File: config.mk
export PLATFORM = sky130hd
export DESIGN_NAME = section_loader
export DESIGN_NICKNAME = d
export VERILOG_FILES = /design/src/rtl/section_loader.sv
export SDC_FILE = /design/constraint.sdc
export NUM_CORES = 1
export LEC_CHECK = 0
export ABC_AREA = 1
export CAP_MARGIN = 20
export CORE_MARGIN = 5
export CORE_UTILIZATION = 55
export CTS_CLUSTER_DIAMETER = 50
export CTS_CLUSTER_SIZE = 12
export DETAILED_ROUTE_END_ITERATION = 10
export DONT_BUFFER_PORTS = 1
export PLACE_DENSITY = 0.7
export RECOVER_POWER = 25
export SETUP_SLACK_MARGIN = 0.15
export SYNTH_ARGS = -nofsm -noshare
export SYNTH_HDL_FRONTEND = slang
export SYNTH_SLANG_ARGS = --single-unit
File: constraint.sdc
create_clock -name clk -period 3.19 [get_ports clk]
set_clock_uncertainty 0.1 [all_clocks]
set_input_delay 0.1595 -clock clk [delete_from_list [all_inputs] [get_ports clk]]
set_output_delay 0.1595 -clock clk [all_outputs]
set_load 0.01 [all_outputs]
File: src/rtl/section_loader.sv
// Multi-section boot loader: parses target/address/size headers from a UART
// byte stream, writes payload words to the selected memory, and verifies a trailing checksum.
module section_loader #(
  parameter int WORD_BYTES  = 4,
  parameter int ADDR_W      = 32,
  parameter int NUM_TARGETS = 2,
  parameter int TID_W       = 4
) (
  input  logic                    clk,
  input  logic                    reset,
  output logic                    completed,
  output logic                    error,
  output logic [1:0]              err_code,
  output logic [31:0]             words_written,
  output logic                    uart_out_valid,
  input  logic [7:0]              uart_out_data,
  input  logic                    uart_out_ready,
  output logic [ADDR_W-1:0]       mem_addr,
  output logic [8*WORD_BYTES-1:0] mem_data,
  output logic [TID_W-1:0]        mem_target,
  output logic                    mem_valid,
  input  logic                    mem_ready,
  output logic [3:0]              dbg_state
);

  localparam int          DW         = 8 * WORD_BYTES;
  localparam int          CW         = (WORD_BYTES > 1) ? $clog2(WORD_BYTES) : 1;
  localparam logic [2:0]  LAST_W     = 3'(WORD_BYTES - 1);
  localparam logic [31:0] ALIGN_MASK = 32'(WORD_BYTES - 1);
  localparam logic [31:0] STEP       = 32'(WORD_BYTES);

  typedef enum logic [3:0] {
    S_INIT, S_HDR_TGT, S_HDR_ADDR, S_HDR_SIZE, S_PAYLOAD,
    S_STORE, S_CHECKSUM, S_DONE, S_ERROR
  } state_t;

  // Byte handshake: a byte moves on a posedge where uart_out_valid and
  // uart_out_ready are both 1; memory write moves when mem_valid and mem_ready are both 1.
  state_t            r_state, w_next;
  logic [2:0]        r_cnt;
  logic [31:0]       r_field;
  logic [DW-1:0]     r_word;
  logic [TID_W-1:0]  r_tgt;
  logic [ADDR_W-1:0] r_addr;
  logic [31:0]       r_remaining;
  logic [31:0]       r_csum;

  logic              w_take, w_field_last, w_word_last, w_tgt_bad, w_misaligned, w_rx_next;
  logic [31:0]       w_field;
  logic [DW-1:0]     w_word;
  logic [1:0]        w_err_next;

  assign dbg_state    = r_state;
  assign w_take       = uart_out_valid & uart_out_ready;
  assign w_field_last = (r_cnt[1:0] == 2'd3);
  assign w_word_last  = (r_cnt == LAST_W);
  assign w_tgt_bad    = 32'(w_field[TID_W-1:0]) >= 32'(NUM_TARGETS);
  assign w_misaligned = ((w_field & ALIGN_MASK) != 32'd0) || ((32'(r_addr) & ALIGN_MASK) != 32'd0);

  // Fields are little-endian: byte n of a field lands in bits [8n+7:8n].
  always_comb begin
    w_field = r_field;
    w_field[8*r_cnt[1:0] +: 8] = uart_out_data;
    w_word = r_word;
    w_word[8*r_cnt[CW-1:0] +: 8] = uart_out_data;
  end

  always_comb begin
    w_next     = r_state;
    w_err_next = 2'd0;
    case (r_state)
      S_INIT:     w_next = S_HDR_TGT;
      S_HDR_TGT:  if (w_take && w_field_last) begin
                    if (w_tgt_bad) begin w_next = S_ERROR; w_err_next = 2'd1; end
                    else w_next = S_HDR_ADDR;
                  end
      S_HDR_ADDR: if (w_take && w_field_last) w_next = S_HDR_SIZE;
      S_HDR_SIZE: if (w_take && w_field_last) begin
                    if (w_field == 32'd0) w_next = S_CHECKSUM;
                    else if (w_misaligned) begin w_next = S_ERROR; w_err_next = 2'd2; end
                    else w_next = S_PAYLOAD;
                  end
      S_PAYLOAD:  if (w_take && w_word_last) w_next = S_STORE;
      S_STORE:    if (mem_ready) w_next = (r_remaining == STEP) ? S_HDR_TGT : S_PAYLOAD;
      S_CHECKSUM: if (w_take && w_field_last) begin
                    if (w_field == r_csum) w_next = S_DONE;
                    else begin w_next = S_ERROR; w_err_next = 2'd3; end
                  end
      S_DONE:     w_next = S_DONE;
      S_ERROR:    w_next = S_ERROR;
      default:    w_next = S_INIT;
    endcase
  end

  assign w_rx_next = (w_next == S_HDR_TGT) || (w_next == S_HDR_ADDR) || (w_next == S_HDR_SIZE) ||
                     (w_next == S_PAYLOAD) || (w_next == S_CHECKSUM);

  always_ff @(posedge clk) begin
    if (!reset) begin
      r_state        <= S_INIT;
      r_cnt          <= '0;
      r_field        <= '0;
      r_word         <= '0;
      r_tgt          <= '0;
      r_addr         <= '0;
      r_remaining    <= '0;
      r_csum         <= '0;
      completed      <= 1'b0;
      error          <= 1'b0;
      err_code       <= 2'd0;
      words_written  <= '0;
      uart_out_valid <= 1'b0;
      mem_addr       <= '0;
      mem_data       <= '0;
      mem_target     <= '0;
      mem_valid      <= 1'b0;
    end else begin
      r_state        <= w_next;
      uart_out_valid <= w_rx_next;
      completed      <= (w_next == S_DONE);
      error          <= (w_next == S_ERROR);
      if (w_next == S_ERROR && r_state != S_ERROR) err_code <= w_err_next;
      if (w_take) begin
        r_field <= w_field;
        r_word  <= w_word;
        if (r_state == S_PAYLOAD) r_cnt <= w_word_last ? 3'd0 : r_cnt + 3'd1;
        else                      r_cnt <= w_field_last ? 3'd0 : r_cnt + 3'd1;
      end
      case (r_state)
        S_HDR_TGT:  if (w_take && w_field_last) r_tgt <= w_field[TID_W-1:0];
        S_HDR_ADDR: if (w_take && w_field_last) r_addr <= ADDR_W'(w_field);
        S_HDR_SIZE: if (w_take && w_field_last) r_remaining <= w_field;
        S_PAYLOAD:  if (w_take) begin
                      r_csum <= r_csum + 32'(uart_out_data);
                      if (w_word_last) begin
                        mem_valid  <= 1'b1;
                        mem_addr   <= r_addr;
                        mem_data   <= w_word;
                        mem_target <= r_tgt;
                      end
                    end
        S_STORE:    if (mem_ready) begin
                      mem_valid     <= 1'b0;
                      words_written <= words_written + 32'd1;
                      r_addr        <= r_addr + ADDR_W'(WORD_BYTES);
                      r_remaining   <= r_remaining - STEP;
                    end
        default: ;
      endcase
    end
  end

endmodule

-- After elaboration in Yosys (flattened, before gate mapping)
Cells that the tools add are included.
- register bits after elaboration: 277
- bits of input ports: 12
- output and inout bits: 110
- logic and storage cells: 108
- $add $sub $neg: 6
- magnitude comparators: 1
- eq/ne operators: 25
- shift-type cells: 2
- mux-type cells: 34
- bitwise operators: 1
- reduce and logical (&&, ||, !) cells: 22
- operators by type and width (cell ; count):
    $pmux W32 S2 ; 2
    $mux W32 ; 3
    $bwmux W32 ; 2
    $reduce_bool A32 Y1 ; 2
    $mux W4 ; 10
    $pmux W4 S9 ; 1
    $neg A5 Y34 ; 1
    $shift A8 B34 Y32 const A ; 1
    $shiftx A8 B34 Y32 ; 1
    $add A32 B1 Y32 const B ; 1
    $add A32 B3 Y32 const B ; 1
    $add A32 B8 Y32 ; 1
    $eq A32 B3 Y1 const B ; 1
    $eq A32 B32 Y1 ; 1
    $logic_not A32 Y1 ; 1
    $sub A32 B3 Y32 const B ; 1
    $eq A4 B3 Y1 const B ; 7
    $eq A4 B2 Y1 const B ; 4
    $mux W3 ; 4
    $mux W2 ; 5
    $ne A2 B2 Y1 const B ; 5
    $reduce_and A3 Y1 ; 3
    $eq A4 B1 Y1 const B ; 2
    $eq A4 B4 Y1 const B ; 2
    15 further kinds ; 29

-- Longest topological paths before layout
Gate-level depths: netlist of run 1.
- depth in word-level cells: 14
- depth in mapped cells: 22
- depth with buffers taken out: 21

-- Worst setup path after synthesis of run 1
Ideal clock, no wire load.
- kind: register to register
- start: register r_cnt[0]
- end: register uart_out_valid
- data arrival time: 2.372 ns
- data required time: 2.958 ns
- setup slack: 0.585 ns
- cell stages (with the launch flop): 20
- buffers on the path: 1
- cell sequence: dfxtp_1 > buf_4 > inv_1 > ha_1 > nor2_1 > nand2_1 > nand2_1 > nand2_1 > nand2_1 > nand2_1 > nor2_1 > nand2_1 > nor2_1 > nand2_1 > nand2_2 > nand2_1 > nand3_1 > nor2_1 > nand3_1 > a21oi_1
- cells in the longest elaborated chain, start to end: 14
- elaborated cells between the ends (all ways): 32
- classes of those cells: add/sub (1); order compare (1); eq/ne (8); shift (2); mux (11); reduce/logical (9)
- RTL lines (item ; line ; RTL):
    start, declared ; 40 ; logic [2:0] r_cnt;
    start signal, assigned ; 126 ; if (r_state == S_PAYLOAD) r_cnt <= w_word_last ? 3'd0 : r_cnt + 3'd1;
    start signal, assigned ; 127 ; else r_cnt <= w_field_last ? 3'd0 : r_cnt + 3'd1;
    $neg A5 Y34 ; 63 ; w_field[8*r_cnt[1:0] +: 8] = uart_out_data;
    $shiftx A8 B34 Y32 or $shift A8 B34 Y32 (tied branches) ; 63 ;
    $bwmux W32 ; 63 ;
    $reduce_bool A32 Y1 ; 58 ; assign w_misaligned = ((w_field & ALIGN_MASK) != 32'd0) || ((32'(r_addr) & ALIGN_MASK) != 32'd0);
    $logic_or A1 B1 Y1 ; 58 ;
    $mux W4 ; 80 ; else if (w_misaligned) begin w_next = S_ERROR; w_err_next = 2'd2; end
    $mux W4 ; 79 ; if (w_field == 32'd0) w_next = S_CHECKSUM;
    $mux W4 ; 78 ; S_HDR_SIZE: if (w_take && w_field_last) begin
    $pmux W4 S9 (*) ; 71 ; case (r_state)
    $eq A4 B1 Y1 or $eq A4 B2 Y1 (tied branches) ; 95 ; assign w_rx_next = (w_next == S_HDR_TGT) || (w_next == S_HDR_ADDR) || (w_next == S_HDR_SIZE) ||
    $logic_or A1 B1 Y1 (3 in series) ; 95 ;
    $logic_or A1 B1 Y1 (*) ; 96 ; (w_next == S_PAYLOAD) || (w_next == S_CHECKSUM);
    end signal, assigned ; 119 ; uart_out_valid <= w_rx_next;
    end, declared ; 15 ; output logic uart_out_valid,
Every way passes the cells marked *; elsewhere a longest branch is shown, timed or not.
A chain may end at the register's enable or synchronous reset.

-- Worst setup path after layout of run 1
Same ends and word-level chain as after synthesis.

==> impl_metrics.xml, run 1 <==
<?xml version="1.0" encoding="UTF-8"?>
<metrics>
  <group name="worst_setup_path">
    <metric name="critPathKind" unit="">register to register</metric>
    <metric name="worstPathCellList" unit="">buf_6 -&gt; ha_1 -&gt; buf_6 -&gt; clkinvlp_4 -&gt; nand2_2 -&gt; nand2_1 -&gt; nor2_1 -&gt; nand4_1 -&gt; nor2_2 -&gt; nand2_1 -&gt; nand2_1 -&gt; nand2_1 -&gt; nand3_1 -&gt; nand2_1 -&gt; nor2_4 -&gt; nand3_1 -&gt; a21oi_1</metric>
    <metric name="timing.critical_path.required" unit="ps">3520</metric>
    <metric name="critical_path_arrival" unit="ps">3260</metric>
    <metric name="worstPathBufferInverterCount" unit="">3</metric>
    <metric name="crit_path_start_kind" unit="">register</metric>
    <metric name="critPathMaxStageDelay" unit="ps">360</metric>
    <metric name="most_frequent_cp_cell" unit="">nand2_1</metric>
    <metric name="critPathTopFamily" unit="">simple AND/OR/NAND/NOR gates</metric>
    <metric name="worst-path-max-fanout" unit="">11</metric>
    <metric name="setup.worst_path.end_class" unit="">register</metric>
    <metric name="slowest_stage" unit="">dfxtp_1</metric>
  </group>
  <group name="final_layout">
    <metric name="diodes" unit="">0</metric>
    <metric name="finalNetCount" unit="">2184</metric>
    <metric name="layout-drive-gt1-share" unit="%">8.66</metric>
    <metric name="multi_input_area" unit="µm²">7440</metric>
    <metric name="final_core_util" unit="%">62.4</metric>
    <metric name="regArea" unit="µm²">5550</metric>
    <metric name="area_delta_synth_final" unit="%">12.6</metric>
    <metric name="design_area" unit="µm²">16200</metric>
    <metric name="final.fill_count" unit="">2513</metric>
  </group>
  <group name="drt">
    <metric name="via_per_inst" unit="">5.62</metric>
    <metric name="ant_nets" unit="">0</metric>
    <metric name="drc" unit="">0</metric>
    <metric name="dr_total_vias" unit="">14087</metric>
    <metric name="wirelength" unit="µm">43900</metric>
    <metric name="avgRoutedWirePerCell" unit="µm">17.5</metric>
    <metric name="drt_first_pass_iters" unit="">5</metric>
    <metric name="drt_first_iter_violations" unit="">1403</metric>
  </group>
  <group name="synth">
    <metric name="area_fraction_in_compound_gates_after_synthesis" unit="%">16.5</metric>
    <metric name="synth_fp_nets" unit="">2174</metric>
    <metric name="asyncSetResetFlopFracSynth" unit="%">0</metric>
    <metric name="synth_xor_area_share" unit="%">3.78</metric>
    <metric name="netlist_area" unit="µm²">14400</metric>
    <metric name="ys_seq_elements" unit="">277</metric>
    <metric name="yosysTopAreaCellShare" unit="%">38.6</metric>
    <metric name="yosys-top-cells-area" unit="">dfxtp_1 (39%), nand2_1 (13%), inv_1 (7.8%), o21ai_0 (6.5%), nor2_1 (6.0%)</metric>
    <metric name="post_synth_num_cell_types" unit="">48</metric>
    <metric name="synth_adder_area_share" unit="%">1.71</metric>
    <metric name="synth_edf_count" unit="">0</metric>
    <metric name="synth_area_in_simple_gates" unit="%">28.9</metric>
    <metric name="synthesis.area_per_instance" unit="µm²">6.70</metric>
    <metric name="ys_warn_count" unit="">0</metric>
    <metric name="synth_sequential_area_ratio" unit="%">38.6</metric>
    <metric name="dominant_combinational_cell_family_by_area_after_synthesis" unit="">simple AND/OR/NAND/NOR gates</metric>
    <metric name="synth_flop_cell" unit="">dfxtp_1</metric>
    <metric name="syn_inst" unit="">2143</metric>
    <metric name="synth_top_cell_by_area" unit="">dfxtp_1</metric>
    <metric name="multiplexer_area_fraction_after_synthesis" unit="%">0</metric>
  </group>
  <group name="place">
    <metric name="io_buffers" unit="">0</metric>
    <metric name="placement.cell_area" unit="µm²">14700</metric>
    <metric name="place.gp.congestion" unit="">0.984</metric>
    <metric name="place_hpwl" unit="µm">31500</metric>
  </group>
  <group name="sta">
    <metric name="worst_max_slew_pin_slew" unit="ps">900</metric>
    <metric name="hold_slack" unit="ps">30.6</metric>
    <metric name="finalCriticalPeriod" unit="ps">2930</metric>
    <metric name="highest_clock_frequency_the_design_can_meet" unit="GHz">0.341</metric>
    <metric name="setup_viol" unit="">0</metric>
    <metric name="rsz0062_at_grt" unit="">true</metric>
    <metric name="final_max_slew_viol_count" unit="">0</metric>
    <metric name="period_share" unit="%">91.8</metric>
    <metric name="tns" unit="ps">0</metric>
    <metric name="worst_slew_margin_rel" unit="%">40.0</metric>
    <metric name="final-hold-violation-count" unit="">0</metric>
  </group>
  <group name="die">
    <metric name="core.rowCount" unit="">59</metric>
    <metric name="boundaryPins" unit="">122</metric>
    <metric name="width_of_the_die" unit="µm">172</metric>
    <metric name="core" unit="µm²">25900</metric>
    <metric name="die_height" unit="µm">172</metric>
    <metric name="start_util" unit="%">55.4</metric>
    <metric name="dieArea" unit="µm²">29500</metric>
  </group>
  <group name="global_routing">
    <metric name="via_count_of_the_first_global_routing_pass" unit="">12762</metric>
    <metric name="grt_antenna_before_repair" unit="">0</metric>
    <metric name="global_route_wire_length_before_repair" unit="µm">68700</metric>
    <metric name="grt.overflow.total" unit="">0</metric>
    <metric name="grt_start_max_net_pins" unit="">106</metric>
    <metric name="globalRouteTotalUtil" unit="%">29.0</metric>
  </group>
  <group name="cts">
    <metric name="cts.sinks" unit="">277</metric>
    <metric name="clock_tree_from_tritoncts" unit="">done</metric>
    <metric name="clk-insertion-delay-late" unit="ps">510</metric>
    <metric name="cts.clk_slew.worst_paths" unit="ps">60</metric>
    <metric name="ctsRootBufferMaster" unit="">clkbuf_16</metric>
    <metric name="clock_buffers_created_by_tritoncts" unit="">35</metric>
    <metric name="ctsHtreeMaxLevel" unit="">2</metric>
    <metric name="cts.path.max_buffers" unit="">3</metric>
  </group>
  <group name="pwr">
    <metric name="p_leak" unit="nW">6.88</metric>
    <metric name="power_density" unit="nW/µm²">502</metric>
    <metric name="power.ir.vdd_worst" unit="mV">0.666</metric>
  </group>
  <group name="run_status">
    <metric name="status" unit="">complete, no violations</metric>
  </group>
  <group name="job">
    <metric name="cap_viol_max_count" unit="">0</metric>
  </group>
  <group name="worst_hold_path">
    <metric name="min_path_type" unit="">input pin to register</metric>
  </group>
</metrics>
## kinds of logic (layout without fill, tap and decap cells)
kind of cell,after synthesis,after routing
AOI/OAI and AO/OA,433,433
xor gates and xnor gates,62,62
adders and majority gates,19,19
buffers and inverters,395,423
DFF,277,277
and+or+nand+nor,957,957
## worst register-to-register path, stage by stage, from the launching register on
cell,delay [ps]
dfxtp_1,360
buf_6,170
ha_1,200
buf_6,170
clkinvlp_4,250
nand2_2,150
nand2_1,110
nor2_1,170
nand4_1,150
nor2_2,220
nand2_1,130
nand2_1,80
nand2_1,50
nand3_1,70
nand2_1,110
nor2_4,160
nand3_1,100
a21oi_1,130
## placed cells by master, fill, tap and decap left out, types with 37 or more instances in the layout
cell       synthesis  routed
nor2_1           229     220
buf_4              2      44
dfxtp_1          277     274
inv_1            297     292
clkbuf_16          0      37
nor3_1            44      42
nand3_1          105     101
nand2_1          480     470
o21ai_0          186     186
xor2_1            48      48
a31oi_1           43      43
a21oi_1          142     142
## final timing paths
kind / from / end / slack, ps / depth (start not counted)
setup / recovery: r_cnt[0] / uart_out_valid / 260 / 17
hold / removal: uart_out_data[6] / r_field[14] / 30 / 6
setup reg to reg: r_cnt[0] / uart_out_valid / 260 / 17
hold reg to reg: r_tgt[3] / mem_target[3] / 360 / 2
## state kept, by name, indices dropped and copies added, names as in the netlist, 2 cells and up
register,cells
dbg_state,4
err_code,2
mem_addr,32
mem_data,32
mem_target,4
r_addr,32
r_cnt,3
r_csum,32
r_field,32
r_remaining,32
r_tgt,4
r_word,32
words_written,32
## metal layers
metal	track usage, %	vias to the layer above	routed length, µm	share of wire (%)
met5	0	-	0	0
met4	8.78	0	1210	2.7
met3	6.00	80	3780	8.6
met2	45.0	521	19200	44
met1	40.7	6509	19700	45
li1	-	6977	-	-
## synthesized netlist by cell type (2+ instances only)
master,n
a211oi_1,25
a31oi_1,43
nor4_1,20
buf_1,13
nor2_1,229
dfxtp_1,277
nor2_4,5
nor3_1,44
o21a_1,2
a21oi_1,142
nor3_2,6
xnor2_1,14
clkinv_1,4
nand3b_1,7
nand2_1,480
nand3_2,2
inv_2,8
nand2_2,6
o21ai_0,186
nand4_1,27
o21ai_1,3
xor2_1,48
inv_1,297
o2111ai_1,2
nand2_4,2
o211ai_1,24
nor4_2,2
buf_4,2
nor2_2,13
nand3_1,105
buf_2,5
ha_1,18
clkbuf_1,64
nor3b_1,4
## report_power, final
group	internal (mW)	switching [mW]
clock network	2.29	1.53
registers	3.52	0.0328
logic	0.215	0.522
total	6.03	2.09
## area by class of cell
cell class                      instances  share of cell area, %
Timing Repair Buffer                   58                   3.03
Sequential cell                       277                   34.3
Tap cell                              335                   2.59
Clock buffer                           43                   6.11
Clock inverter                         12                  0.735
Inverter                              310                   7.26
Multi-Input combinational cell       1471                   46.0
## stage by stage
stage,power [mW],worst slack (ps),std cells
finish,8.12,261,2506
floorplan,4.08,585,2143
global placement,4.27,154,2430
global route,8.41,82.3,2506
detailed placement,4.28,30.0,2430
CTS,8.13,153,2497
## timing repair
item | in CTS | in global routing
pin swaps | 0 | 6
buffers inserted | 0 | 9
endpoints found under the setup margin | 4 | 18
hold buffers | 12 | 0
endpoints found under the hold margin | 134 | 0
resized for setup | 5 | 39
(Power assumes the default switching activity.)
==> run 2: changes to the inputs <==
Settings changed: ABC_AREA 1 to default.
==> impl_metrics.xml, run 2 <==
<?xml version="1.0" encoding="UTF-8"?>
<metrics>
  <group name="drt">
    <metric name="ant_nets" unit="">0</metric>
    <metric name="wirelength" unit="µm">43000</metric>
    <metric name="drt_first_iter_violations" unit="">1612</metric>
    <metric name="drc" unit="">0</metric>
    <metric name="avgRoutedWirePerCell" unit="µm">20.6</metric>
    <metric name="dr_total_vias" unit="">13154</metric>
    <metric name="via_per_inst" unit="">6.31</metric>
    <metric name="drt_first_pass_iters" unit="">6</metric>
  </group>
  <group name="synth">
    <metric name="synth_flop_cell" unit="">dfxtp_1</metric>
    <metric name="synth_top_cell_by_area" unit="">dfxtp_1</metric>
    <metric name="post_synth_num_cell_types" unit="">76</metric>
    <metric name="synth_commonest_cells" unit="">dfxtp_1 (277), nor2_1 (229), nand2_1 (189), a21oi_1 (159), clkbuf_1 (109)</metric>
    <metric name="synth_fp_nets" unit="">1768</metric>
    <metric name="ys_seq_elements" unit="">277</metric>
    <metric name="synthesis.area_per_instance" unit="µm²">7.84</metric>
    <metric name="synth_edf_count" unit="">0</metric>
    <metric name="synth_sequential_area_ratio" unit="%">40.7</metric>
    <metric name="syn_inst" unit="">1737</metric>
    <metric name="asyncSetResetFlopFracSynth" unit="%">0</metric>
    <metric name="netlist_area" unit="µm²">13600</metric>
    <metric name="yosys-top-cells-area" unit="">dfxtp_1 (41%), nor2_1 (6.3%), a21oi_1 (5.8%), nand2_1 (5.2%), a211oi_1 (3.8%)</metric>
    <metric name="synthMostInstantiatedCell" unit="">dfxtp_1</metric>
    <metric name="ys_warn_count" unit="">0</metric>
    <metric name="yosysTopAreaCellShare" unit="%">40.7</metric>
  </group>
  <group name="global_routing">
    <metric name="grt_start_max_net_pins" unit="">118</metric>
    <metric name="grt_antenna_before_repair" unit="">0</metric>
    <metric name="global_route_wire_length_before_repair" unit="µm">67200</metric>
    <metric name="via_count_of_the_first_global_routing_pass" unit="">11848</metric>
    <metric name="grt.overflow.total" unit="">0</metric>
    <metric name="globalRouteTotalUtil" unit="%">29.2</metric>
  </group>
  <group name="worst_setup_path">
    <metric name="critPathKind" unit="">register to register</metric>
    <metric name="critical_path_arrival" unit="ps">3370</metric>
    <metric name="slowest_stage" unit="">or4_1</metric>
    <metric name="crit_path_start_kind" unit="">register</metric>
    <metric name="setup.worst_path.end_class" unit="">register</metric>
    <metric name="critPathMaxStageDelay" unit="ps">580</metric>
    <metric name="timing.critical_path.required" unit="ps">3580</metric>
    <metric name="worst-path-max-fanout" unit="">8</metric>
    <metric name="worstPathCellList" unit="">inv_1 -&gt; ha_4 -&gt; buf_4 -&gt; nand3b_1 -&gt; nor3_1 -&gt; a221o_1 -&gt; or4_1 -&gt; or3_4 -&gt; a211oi_2 -&gt; o221a_2</metric>
  </group>
  <group name="pwr">
    <metric name="combPwrFrac" unit="%">7.5</metric>
    <metric name="power.ir.vdd_worst" unit="mV">0.421</metric>
    <metric name="power.internal" unit="mW">5.89</metric>
    <metric name="fraction_of_power_spent_switching_nets" unit="%">23.2</metric>
    <metric name="seq_power_share" unit="%">46.0</metric>
    <metric name="p_leak" unit="nW">5.42</metric>
    <metric name="power.switching" unit="mW">1.78</metric>
    <metric name="clock_network_fraction_of_design_power" unit="%">46.5</metric>
    <metric name="power_density" unit="nW/µm²">492</metric>
  </group>
  <group name="place">
    <metric name="post-place-cells" unit="">2022</metric>
    <metric name="place_hpwl" unit="µm">29200</metric>
    <metric name="io_buffers" unit="">0</metric>
    <metric name="place.gp.congestion" unit="">0.971</metric>
  </group>
  <group name="sta">
    <metric name="setup_viol" unit="">0</metric>
    <metric name="final-hold-violation-count" unit="">0</metric>
    <metric name="final_max_slew_viol_count" unit="">0</metric>
    <metric name="finalCriticalPeriod" unit="ps">2970</metric>
    <metric name="rsz0062_at_grt" unit="">true</metric>
    <metric name="worst_max_slew_pin_slew" unit="ps">1020</metric>
    <metric name="period_share" unit="%">93.2</metric>
    <metric name="highest_clock_frequency_the_design_can_meet" unit="GHz">0.336</metric>
    <metric name="tns" unit="ps">0</metric>
    <metric name="worst_slew_margin_rel" unit="%">32.1</metric>
  </group>
  <group name="die">
    <metric name="core" unit="µm²">24300</metric>
    <metric name="dieArea" unit="µm²">28000</metric>
    <metric name="core.rowCount" unit="">57</metric>
    <metric name="width_of_the_die" unit="µm">167</metric>
    <metric name="start_util" unit="%">56.0</metric>
    <metric name="die_height" unit="µm">167</metric>
    <metric name="boundaryPins" unit="">122</metric>
  </group>
  <group name="cts">
    <metric name="cts.path.max_buffers" unit="">3</metric>
    <metric name="clock_buffers_created_by_tritoncts" unit="">30</metric>
    <metric name="cts.clk_slew.worst_paths" unit="ps">60</metric>
    <metric name="ctsRootBufferMaster" unit="">clkbuf_16</metric>
    <metric name="cts.sinks" unit="">277</metric>
    <metric name="ctsHtreeMaxLevel" unit="">1</metric>
    <metric name="clk-insertion-delay-late" unit="ps">550</metric>
    <metric name="clock_tree_from_tritoncts" unit="">done</metric>
  </group>
  <group name="final_layout">
    <metric name="mostFrequentLayoutCells" unit="">dfxtp_1 (277), nor2_1 (229), nand2_1 (189)</metric>
    <metric name="area_delta_synth_final" unit="%">14.3</metric>
    <metric name="finalNetCount" unit="">1778</metric>
    <metric name="layout-drive-gt1-share" unit="%">10.2</metric>
    <metric name="diodes" unit="">0</metric>
    <metric name="layout_commonest_cell" unit="">dfxtp_1</metric>
    <metric name="final-instance-count-excl-fill" unit="">2085</metric>
  </group>
  <group name="run_status">
    <metric name="status" unit="">complete, no violations</metric>
  </group>
  <group name="worst_hold_path">
    <metric name="min_path_type" unit="">input pin to register</metric>
  </group>
  <group name="job">
    <metric name="cap_viol_max_count" unit="">0</metric>
  </group>
</metrics>
[run 2: cell types whose count changed in the layout (fill, tap and decap cells not counted), moves of 26 or more]
cell and change:
a211oi_1 +44, a22oi_1 +37, nand2_1 -281, xor2_1 -27, nand3_1 -49, a31oi_1 -26
o21ai_0 -91, inv_1 -269, buf_4 +46
[run 2: repair_timing]
action	in CTS	in global routing
endpoints found under the hold margin	209	1
buffers inserted	0	1
pin swaps	0	3
gates cloned	0	0
resized for setup	2	15
hold buffers	15	1
setup endpoints to repair	4	15
[run 2: logic make-up (layout without fill, tap and decap cells)]
group / after synthesis / in the layout / synth area share [%]
AO/OA/AOI/OAI: 497 / 497 / 23.5
XOR/XNOR: 58 / 58 / 3.73
adder cells (fa/ha/maj): 19 / 19 / 1.80
buffers and inverters: 160 / 184 / 4.65
flip-flops: 277 / 277 / 40.7
multiplexers: 8 / 8 / 0.588
AND/OR/NAND/NOR: 718 / 718 / 25.0
[run 2: worst paths after layout]
kind	cells after the start	from	to	slack, ps
min	3	uart_out_data[3]	r_field[11]	20
max	10	r_cnt[1]	completed	220
min reg2reg	2	r_word[4]	r_word[4]	360
max reg2reg	10	r_cnt[1]	completed	220
[run 2: metal layers]
metal,up-vias,global-route usage [%],routed length (µm)
li1,6305,-,-
met4,2,8.05,1340
met2,608,43.4,18500
met5,-,0.870,35
met3,88,5.87,4100
met1,6151,42.9,19000
[run 2: power groups by stage]
stage          registers (mW)  clock network [mW]  logic, mW
6_report                 3.53                3.56      0.575
5_1_grt                  3.53                3.78      0.609
4_1_cts                  3.52                3.62      0.553
3_5_place_dp             3.60                   0      0.499
3_3_place_gp             3.60                   0      0.494
2_1_floorplan            3.59                   0      0.326
[run 2: cell type report]
type	count	area (µm²)
inverters	26	105
repair buffers	112	968
flip-flops and latches	277	5550
well taps	324	405
clock buffers	36	815
multi-input cells	1300	7550
clock inverters	10	181
fillers	2226	8750
[run 2: worst max-delay path: cells and delay by family, from the launching register on]
kind	cells	cell delay [ps]
simple gates	4	1180
flops	1	310
compound gates	3	790
fa+ha+maj	1	250
buf+inv	2	290
[run 2: through the flow]
stage	util [%]	instance area, µm²	setup slack, ps	power (mW)	hold WS [ps]
after floorplan	-	13600	176	3.91	224
after global placement	58.9	14300	150	4.09	188
after detailed placement	58.9	14300	75.4	4.10	192
after CTS	63.7	15500	173	7.69	2.36
after global routing	64.0	15600	145	7.92	5.93
final	64.0	15600	215	7.66	21.3
